**src/rtl/uart_rx_cfg.sv**
```systemverilog
// Configurable UART receiver: 2-flop input synchronizer, 3-sample majority vote
// per bit, optional even/odd parity, one or two stop bits, parity/framing flags.
module uart_rx_cfg #(
  parameter int unsigned CLKS_PER_BIT = 217,
  parameter int unsigned DATA_BITS    = 8,
  parameter int unsigned PARITY_MODE  = 0,
  parameter int unsigned STOP_BITS    = 1
) (
  input  logic                 i_Clock,
  input  logic                 i_Rst_L,
  input  logic                 i_RX_Serial,
  output logic                 o_RX_DV,
  output logic [DATA_BITS-1:0] o_RX_Byte,
  output logic                 o_Parity_Err,
  output logic                 o_Frame_Err,
  output logic                 o_Busy
);

  localparam int unsigned CW   = $clog2(CLKS_PER_BIT);
  localparam int unsigned BW   = $clog2(DATA_BITS);
  localparam int unsigned HALF = (CLKS_PER_BIT - 1) / 2;
  localparam logic        ODD  = 1'(PARITY_MODE == 2);

  localparam logic [2:0] S_IDLE   = 3'd0;
  localparam logic [2:0] S_START  = 3'd1;
  localparam logic [2:0] S_DATA   = 3'd2;
  localparam logic [2:0] S_PARITY = 3'd3;
  localparam logic [2:0] S_STOP   = 3'd4;

  logic                 sync_meta, sync_line;
  logic [2:0]           state, state_n;
  logic [CW-1:0]        cnt, cnt_n;
  logic [BW-1:0]        bit_idx, bit_n;
  logic [DATA_BITS-1:0] shift, shift_n;
  logic                 samp_a, samp_a_n, samp_b, samp_b_n;
  logic                 par_err, par_err_n, frm_err, frm_err_n;
  logic                 rx_dv, dv_n;
  logic [DATA_BITS-1:0] rx_byte, byte_n;
  logic                 parity_err, perr_n, frame_err, ferr_n;
  logic                 busy, busy_n;
  logic                 at_a, at_b, at_dec, at_end, vote;

  // Window position decodes and the majority of the three samples
  assign at_a   = (cnt == CW'(HALF - 1));
  assign at_b   = (cnt == CW'(HALF));
  assign at_dec = (cnt == CW'(HALF + 1));
  assign at_end = (cnt == CW'(CLKS_PER_BIT - 1));
  assign vote   = (samp_a & samp_b) | (samp_a & sync_line) | (samp_b & sync_line);

  // Next-state and output logic; the frame ends early at the last stop-bit decision
  always_comb begin
    state_n   = state;
    cnt_n     = cnt;
    bit_n     = bit_idx;
    shift_n   = shift;
    samp_a_n  = samp_a;
    samp_b_n  = samp_b;
    par_err_n = par_err;
    frm_err_n = frm_err;
    dv_n      = 1'b0;
    byte_n    = rx_byte;
    perr_n    = 1'b0;
    ferr_n    = 1'b0;

    if (state != S_IDLE) begin
      cnt_n = at_end ? '0 : cnt + CW'(1);
      if (at_a) samp_a_n = sync_line;
      if (at_b) samp_b_n = sync_line;
    end

    case (state)
      S_IDLE: begin
        cnt_n = '0;
        bit_n = '0;
        if (!sync_line) begin
          state_n   = S_START;
          par_err_n = 1'b0;
          frm_err_n = 1'b0;
        end
      end
      S_START: begin
        if (at_dec && vote) begin
          state_n = S_IDLE;
          cnt_n   = '0;
        end else if (at_end) begin
          state_n = S_DATA;
          bit_n   = '0;
        end
      end
      S_DATA: begin
        if (at_dec) shift_n[bit_idx] = vote;
        if (at_end) begin
          if (bit_idx == BW'(DATA_BITS - 1)) begin
            bit_n   = '0;
            state_n = (PARITY_MODE != 0) ? S_PARITY : S_STOP;
          end else begin
            bit_n = bit_idx + BW'(1);
          end
        end
      end
      S_PARITY: begin
        if (at_dec && ((^shift ^ vote) != ODD)) par_err_n = 1'b1;
        if (at_end) begin
          state_n = S_STOP;
          bit_n   = '0;
        end
      end
      S_STOP: begin
        if (at_dec) begin
          if (!vote) frm_err_n = 1'b1;
          if (bit_idx == BW'(STOP_BITS - 1)) begin
            state_n = S_IDLE;
            cnt_n   = '0;
            bit_n   = '0;
            dv_n    = 1'b1;
            byte_n  = shift;
            perr_n  = par_err;
            ferr_n  = frm_err | ~vote;
          end
        end else if (at_end) begin
          bit_n = bit_idx + BW'(1);
        end
      end
      default: state_n = S_IDLE;
    endcase

    busy_n = (state_n != S_IDLE);
  end

  // State, counters, synchronizer and registered outputs
  always_ff @(posedge i_Clock or negedge i_Rst_L) begin
    if (!i_Rst_L) begin
      sync_meta  <= 1'b1;
      sync_line  <= 1'b1;
      state      <= S_IDLE;
      cnt        <= '0;
      bit_idx    <= '0;
      shift      <= '0;
      samp_a     <= 1'b0;
      samp_b     <= 1'b0;
      par_err    <= 1'b0;
      frm_err    <= 1'b0;
      rx_dv      <= 1'b0;
      rx_byte    <= '0;
      parity_err <= 1'b0;
      frame_err  <= 1'b0;
      busy       <= 1'b0;
    end else begin
      sync_meta  <= i_RX_Serial;
      sync_line  <= sync_meta;
      state      <= state_n;
      cnt        <= cnt_n;
      bit_idx    <= bit_n;
      shift      <= shift_n;
      samp_a     <= samp_a_n;
      samp_b     <= samp_b_n;
      par_err    <= par_err_n;
      frm_err    <= frm_err_n;
      rx_dv      <= dv_n;
      rx_byte    <= byte_n;
      parity_err <= perr_n;
      frame_err  <= ferr_n;
      busy       <= busy_n;
    end
  end

  assign o_RX_DV      = rx_dv;
  assign o_RX_Byte    = rx_byte;
  assign o_Parity_Err = parity_err;
  assign o_Frame_Err  = frame_err;
  assign o_Busy       = busy;

endmodule

```
**config.mk**
```make
export PLATFORM = sky130hd
export DESIGN_NAME = uart_rx_cfg
export DESIGN_NICKNAME = d
export VERILOG_FILES = /design/src/rtl/uart_rx_cfg.sv
export SDC_FILE = /design/constraint.sdc
export NUM_CORES = 1
export LEC_CHECK = 0
export CAP_MARGIN = 10
export CORE_MARGIN = 4
export CORE_UTILIZATION = 35
export DETAILED_ROUTE_END_ITERATION = 8
export REMOVE_ABC_BUFFERS = 1
export SYNTH_ARGS = -nofsm -noshare
export SYNTH_HDL_FRONTEND = slang
export SYNTH_SLANG_ARGS = --single-unit
```
**constraint.sdc**
```tcl
create_clock -name i_Clock -period 2.22 [get_ports i_Clock]
set_clock_uncertainty 0.05 [all_clocks]
set_input_delay 0.666 -clock i_Clock [delete_from_list [all_inputs] [get_ports i_Clock]]
set_output_delay 0.666 -clock i_Clock [all_outputs]
set_load 0.03 [all_outputs]
```
==> results.py, run 1 <==
metrics = {
    "clock_tree": {
        "path_clk_slew_ns": 0.08,
        "cts_tree": "built",
        "clock_latency_ns": 0.29,
        "root_buffer": "clkbuf_8",
        "cts_buffer_depth": 2,
        "post_cts_buffers": 0,
        "cts.sinks": 40,
        "cts_resized": 0,
        "cts_hold_buf": 0,
        "cts-buffers-inserted": 5,
        "htree_levels": 2,
    },
    "floorplanning": {
        "core_area_um2": 5920,
        "start_util": 0.362,
        "fp-row-count": 28,
        "die_w_um": 86.3,
        "ios": 15,
        "die-area_um2": 7440,
        "die_y_um": 86.3,
    },
    "global_route": {
        "first_global_vias": 1413,
        "grt_pass1_wl_um": 7170,
        "grt-ovfl-total": 0,
        "grt_max_degree": 41,
        "grtUsageTotal": 0.122,
        "antenna_found_initial": 0,
    },
    "sta": {
        "finalWorstSetupSlack_ns": 0.110,
        "hold_violations": 0,
        "max_freq_ghz": 0.474,
        "report.final.slew_viol_count": 0,
        "setup_viol_count_final": 0,
        "setup_tns_ns": 0,
        "worst_slew_pin_slew_ns": 0.538,
        "timing.slew.headroom": 0.639,
        "rsz0062_at_grt": "no",
        "fin_crit_sh": 0.951,
        "fin_hold_ws_ns": 0.308,
        "min_period_ns": 2.11,
    },
    "logic_synthesis": {
        "synth_edf_count": 0,
        "synth_top_area_share": 0.444,
        "synth_top_cells_by_area": "dfrtp_1, mux2_2, xnor2_1",
        "avgSynthCellArea_um2": 11.3,
        "synthFlopType": "dfrtp_1",
        "yosysMostFrequentCell": "dfrtp_1",
        "synth.distinct_cells": 50,
        "seq_area_frac_synth": 0.468,
        "synth_commonest_cells": "dfrtp_1, mux2_2, nand2_1",
        "synthArstFlopShare": 1.00,
        "syn_inst": 190,
        "synth.cell_area_um2": 2140,
        "post-synth-top-area-cell": "dfrtp_1",
        "yosys_warnings": 0,
        "ys_ff_latch": 40,
    },
    "layout": {
        "fillers": 559,
        "area_growth_pct": 16.4,
        "antenna_cells": 0,
        "multiInputGateArea_um2": 1060,
        "nNetsFinal": 219,
        "drive_gt1_frac": 0.237,
        "regArea_um2": 1000,
    },
    "drt": {
        "wirelength_um": 4130,
        "routed_via_density": 5.04,
        "wl_met2_um": 1750,
        "wl_per_cell_um": 14.5,
        "wirelength_met1_um": 2210,
        "detail-route-antenna-nets": 0,
        "dr_total_vias": 1441,
        "drt_first_iter_violations": 69,
        "top_layer_used": "met4",
        "wl_met3_um": 91,
        "dr.pass1.iters": 4,
        "drc": 0,
    },
    "critical_path": {
        "critical_path_class": "register to register",
        "rr_startpoint": "cnt[0]",
        "cp-start-kind": "register",
        "cpPeakStageDelay_ns": 0.48,
        "cpMaxStageDelayCell": "or3_1",
        "reg2regPathDepth": 6,
        "crit_path_cell_trace": "inv_1, ha_1, nand4b_4, or3_1, a31o_4, mux2_4",
        "required_ns": 2.35,
        "crit_arrival_ns": 2.24,
        "r2r_slack_ns": 0.11,
        "r2r-end": "bit_idx[1]",
        "crit_path_end_kind": "register",
        "cp_max_fo": 6,
    },
    "placement": {
        "place_ws_ns": 0.119,
        "hpwl_um": 2920,
        "port_buffers": 14,
        "place.gp.congestion": 0.759,
    },
    "power": {
        "p_per_area_nw_per_um2": 535,
        "power_leakage_nw": 1.07,
        "ir_worst_vdd_uv": 244,
    },
    "worst_hold_path": {
        "min_to": "sync_line",
        "worstHoldPathCells": 0,
        "hp-start": "sync_meta",
        "hold_class": "register to register",
    },
    "run_status": {
        "status": "completed",
    },
    "run": {
        "maxCapViolations": 0,
    },
}
==> worst max-delay path by stage <==
stage                 from  slack, ns    endpoint
floorplan           cnt[0]       0.27  bit_idx[1]
global placement    cnt[0]       0.13  bit_idx[1]
detailed placement  cnt[0]       0.12  bit_idx[2]
CTS                 cnt[0]       0.11  bit_idx[2]
global route        cnt[0]      0.002  bit_idx[1]
finish              cnt[0]       0.11  bit_idx[1]
==> sequential cells by signal, indices dropped and copies added (netlist names) <==
| register | flops |
|---|---|
| bit_idx | 3 |
| cnt | 8 |
| frm_err | 1 |
| o_Busy | 1 |
| o_Frame_Err | 1 |
| o_Parity_Err | 1 |
| o_RX_Byte | 8 |
| o_RX_DV | 1 |
| par_err | 1 |
| samp_a | 1 |
| samp_b | 1 |
| shift | 8 |
| state | 3 |
| sync_line | 1 |
| sync_meta | 1 |
==> cell type report <==
cell class                 count  share of cell area
clock inverter                 2              0.0140
timing repair buffer          23              0.0812
sequential                    40               0.402
inverter                       8              0.0120
clock buffer                   6              0.0291
multi-input combinational    132               0.424
tap                           75              0.0376
==> routing by layer <==
layer | GRT usage | vias up
met5 | 0 | -
met4 | 0.0510 | 0
met3 | 0.0257 | 5
met2 | 0.167 | 21
met1 | 0.184 | 700
li1 | - | 715
==> stage by stage <==
step	area, µm²	cells	util	total power (W)
4_1_cts	2490	286	0.421	0.00135
6_report	2490	286	0.421	0.00133
3_3_place_gp	2390	278	0.403	0.000766
3_5_place_dp	2390	278	0.403	0.000767
2_1_floorplan	2090	180	-	0.000747
5_1_grt	2490	286	0.421	0.00140
==> placed cells by master, fill, tap and decap left out, drive strengths merged, types with 2 or more instances in the layout <==
| cell | count |
|---|---|
| dfrtp | 38 |
| mux2 | 20 |
| nand2 | 13 |
| clkdlybuf4s50 | 13 |
| nor2 | 13 |
| xnor2 | 10 |
| buf | 10 |
| inv | 8 |
| nor4 | 7 |
| ha | 6 |
| clkbuf | 6 |
| nand2b | 5 |
| nand3 | 5 |
| a21oi | 5 |
| nor3 | 5 |
| or3 | 5 |
| nand4 | 3 |
| xor2 | 3 |
| o31ai | 3 |
| o41a | 2 |
| o211ai | 2 |
| nor2b | 2 |
| o21ai | 2 |
| dfstp | 2 |
| nand3b | 2 |
| nand4b | 2 |
==> worst max-delay path: cells and delay by family, from the launching register on <==
kind / cells / cell delay [ns]
multiplexers: 1 / 0.29
buffers and inverters: 1 / 0.08
AO/OA/AOI/OAI: 1 / 0.31
AND/OR/NAND/NOR: 2 / 0.59
adder cells (fa/ha/maj): 1 / 0.23
flip-flops: 1 / 0.44
==> report_power, final <==
part | internal, W | switching (W) | total [W]
Sequential | 0.000731 | 0.00000199 | 0.000733
Combinational | 0.00000335 | 0.0000143 | 0.0000176
Clock | 0.000334 | 0.000249 | 0.000583
Total | 0.00107 | 0.000265 | 0.00133
==> cells by family (layout without fill, tap and decap cells) <==
kind of cell	count (synthesis)	after routing	synth area share
simple gates	68	68	0.193
buf+inv	18	39	0.0385
fa+ha+maj	7	7	0.0397
compound gates	22	22	0.0841
flops	40	40	0.468
mux	21	21	0.113
xor+xnor	14	14	0.0636
Note: power is estimated with default switching activity, not from simulation.
==> run 2: changes to the inputs <==
DONT_BUFFER_PORTS = 1   (was unset)
==> results.py, run 2 (synthesis gave the netlist of run 1 again) <==
metrics = {
    "sta": {
        "setup_tns_ns": 0,
        "setup_viol_count_final": 0,
        "fin_hold_ws_ns": 0.151,
        "fin_crit_sh": 0.951,
        "timing.slew.headroom": 0.382,
        "report.final.slew_viol_count": 0,
        "finalWorstSetupSlack_ns": 0.110,
        "min_period_ns": 2.11,
        "hold_violations": 0,
        "worst_slew_pin_slew_ns": 0.924,
        "max_freq_ghz": 0.474,
        "rsz0062_at_grt": "no",
    },
    "floorplanning": {
        "ios": 15,
        "die_w_um": 86.3,
        "fp-row-count": 28,
        "start_util": 0.362,
        "die-area_um2": 7440,
        "die_y_um": 86.3,
        "core_area_um2": 5920,
    },
    "drt": {
        "detail-route-antenna-nets": 0,
        "wirelength_um": 4280,
        "drc": 0,
        "routed_via_density": 5.22,
        "dr_total_vias": 1421,
        "dr.pass1.iters": 4,
        "drt_first_iter_violations": 89,
        "wl_per_cell_um": 15.7,
    },
    "power": {
        "p_total_w": 0.00134,
        "power_leakage_nw": 1.02,
        "ir_worst_vdd_uv": 310,
        "p_per_area_nw_per_um2": 568,
    },
    "placement": {
        "hpwl_um": 2930,
        "place.gp.congestion": 0.811,
        "port_buffers": 0,
        "place_ws_ns": 0.150,
    },
    "layout": {
        "drive_gt1_frac": 0.239,
        "multiInputGateArea_um2": 1060,
        "regArea_um2": 1000,
        "final_util": 0.399,
        "area_growth_pct": 10.3,
        "fillers": 585,
        "nNetsFinal": 205,
        "mostFrequentLayoutCells": "dfrtp_1, mux2_2, nand2_1",
        "antenna_cells": 0,
        "final_common_cell": "dfrtp_1",
    },
    "critical_path": {
        "cpLargestDelayFamily": "simple AND/OR/NAND/NOR gates",
        "crit_arrival_ns": 2.24,
        "cpMaxStageDelayCell": "or3_1",
        "required_ns": 2.35,
        "cp-start-kind": "register",
        "path_buf_inv": 1,
        "reg2regPathDepth": 6,
        "cpPeakStageDelay_ns": 0.48,
        "cp_num_cells": 6,
        "crit_path_cell_trace": "inv_1, ha_1, nand4b_4, or3_1, a31o_4, mux2_4",
        "cp_max_fo": 6,
        "crit_path_end_kind": "register",
        "critical_path_class": "register to register",
    },
    "clock_tree": {
        "htree_levels": 2,
        "clock_latency_ns": 0.30,
        "cts_resized": 0,
        "root_buffer": "clkbuf_8",
        "post_cts_buffers": 0,
        "cts_tree": "built",
        "cts_hold_buf": 1,
        "cts_buffer_depth": 2,
        "path_clk_slew_ns": 0.08,
        "cts.sinks": 40,
        "cts-buffers-inserted": 5,
    },
    "run_status": {
        "status": "completed",
    },
    "run": {
        "maxCapViolations": 0,
    },
    "global_route": {
        "grtUsageTotal": 0.123,
        "first_global_vias": 1425,
        "grt_use_met3": 0.0342,
        "grt_use_met1": 0.167,
        "grt-ovfl-total": 0,
        "grt.busiest_layer": "met2",
        "use_met2": 0.184,
        "grt_pass1_wl_um": 7090,
        "grt_max_degree": 22,
        "antenna_found_initial": 0,
    },
    "worst_hold_path": {
        "hold_class": "input port to asynchronous set/reset pin",
    },
}
==> run 2: cell count changes in the layout (fill, tap and decap cells not counted) <==
cell / change
dlygate4sd3_1: +2
buf_4: -2
clkdlybuf4s50_1: -13
buf_2: -1
==> run 2: metal layers <==
metal | part of all wire | up-vias | wire length, µm
li1 | - | 686 | -
met1 | 0.48 | 703 | 2050
met2 | 0.46 | 24 | 1950
met3 | 0.046 | 8 | 198
met4 | 0.018 | 0 | 79
met5 | 0 | - | 0
==> run 2: final timing paths <==
check                             end  slack, ns         from
max                        bit_idx[1]       0.11       cnt[0]
min                         sync_meta       0.15      i_Rst_L
max reg2reg                bit_idx[1]       0.11       cnt[0]
min reg2reg                 sync_line       0.31    sync_meta
max in group asynchronous      samp_b       0.66      i_Rst_L
min in group i_Clock        sync_meta       0.31  i_RX_Serial
==> run 2: where the power goes <==
| part | switching (W) | leakage (nW) | internal, W | total (W) |
|---|---|---|---|---|
| clock network | 0.000260 | 0.0552 | 0.000334 | 0.000594 |
| logic | 0.0000131 | 0.434 | 0.00000241 | 0.0000155 |
| registers | 0.00000185 | 0.532 | 0.000731 | 0.000733 |
==> run 2: worst register-to-register path, delay by kind of cell, from the launching register on <==
kind / cells / cell delay (ns)
fa+ha+maj: 1 / 0.23
mux: 1 / 0.30
simple gates: 2 / 0.59
compound gates: 1 / 0.31
flops: 1 / 0.44
buf+inv: 1 / 0.09
==> run 2: cell type report <==
class / count / area share
Timing Repair Buffer: 9 / 0.0307
Clock inverter: 2 / 0.0148
Inverter: 8 / 0.0127
Tap cell: 75 / 0.0397
Multi-Input combinational cell: 132 / 0.447
Sequential cell: 40 / 0.424
Clock buffer: 6 / 0.0307
==> run 2: stage by stage <==
step	instances	area (µm²)
6_report	272	2360
5_1_grt	272	2360
4_1_cts	271	2350
3_5_place_dp	262	2240
3_3_place_gp	262	2240
2_1_floorplan	180	2090
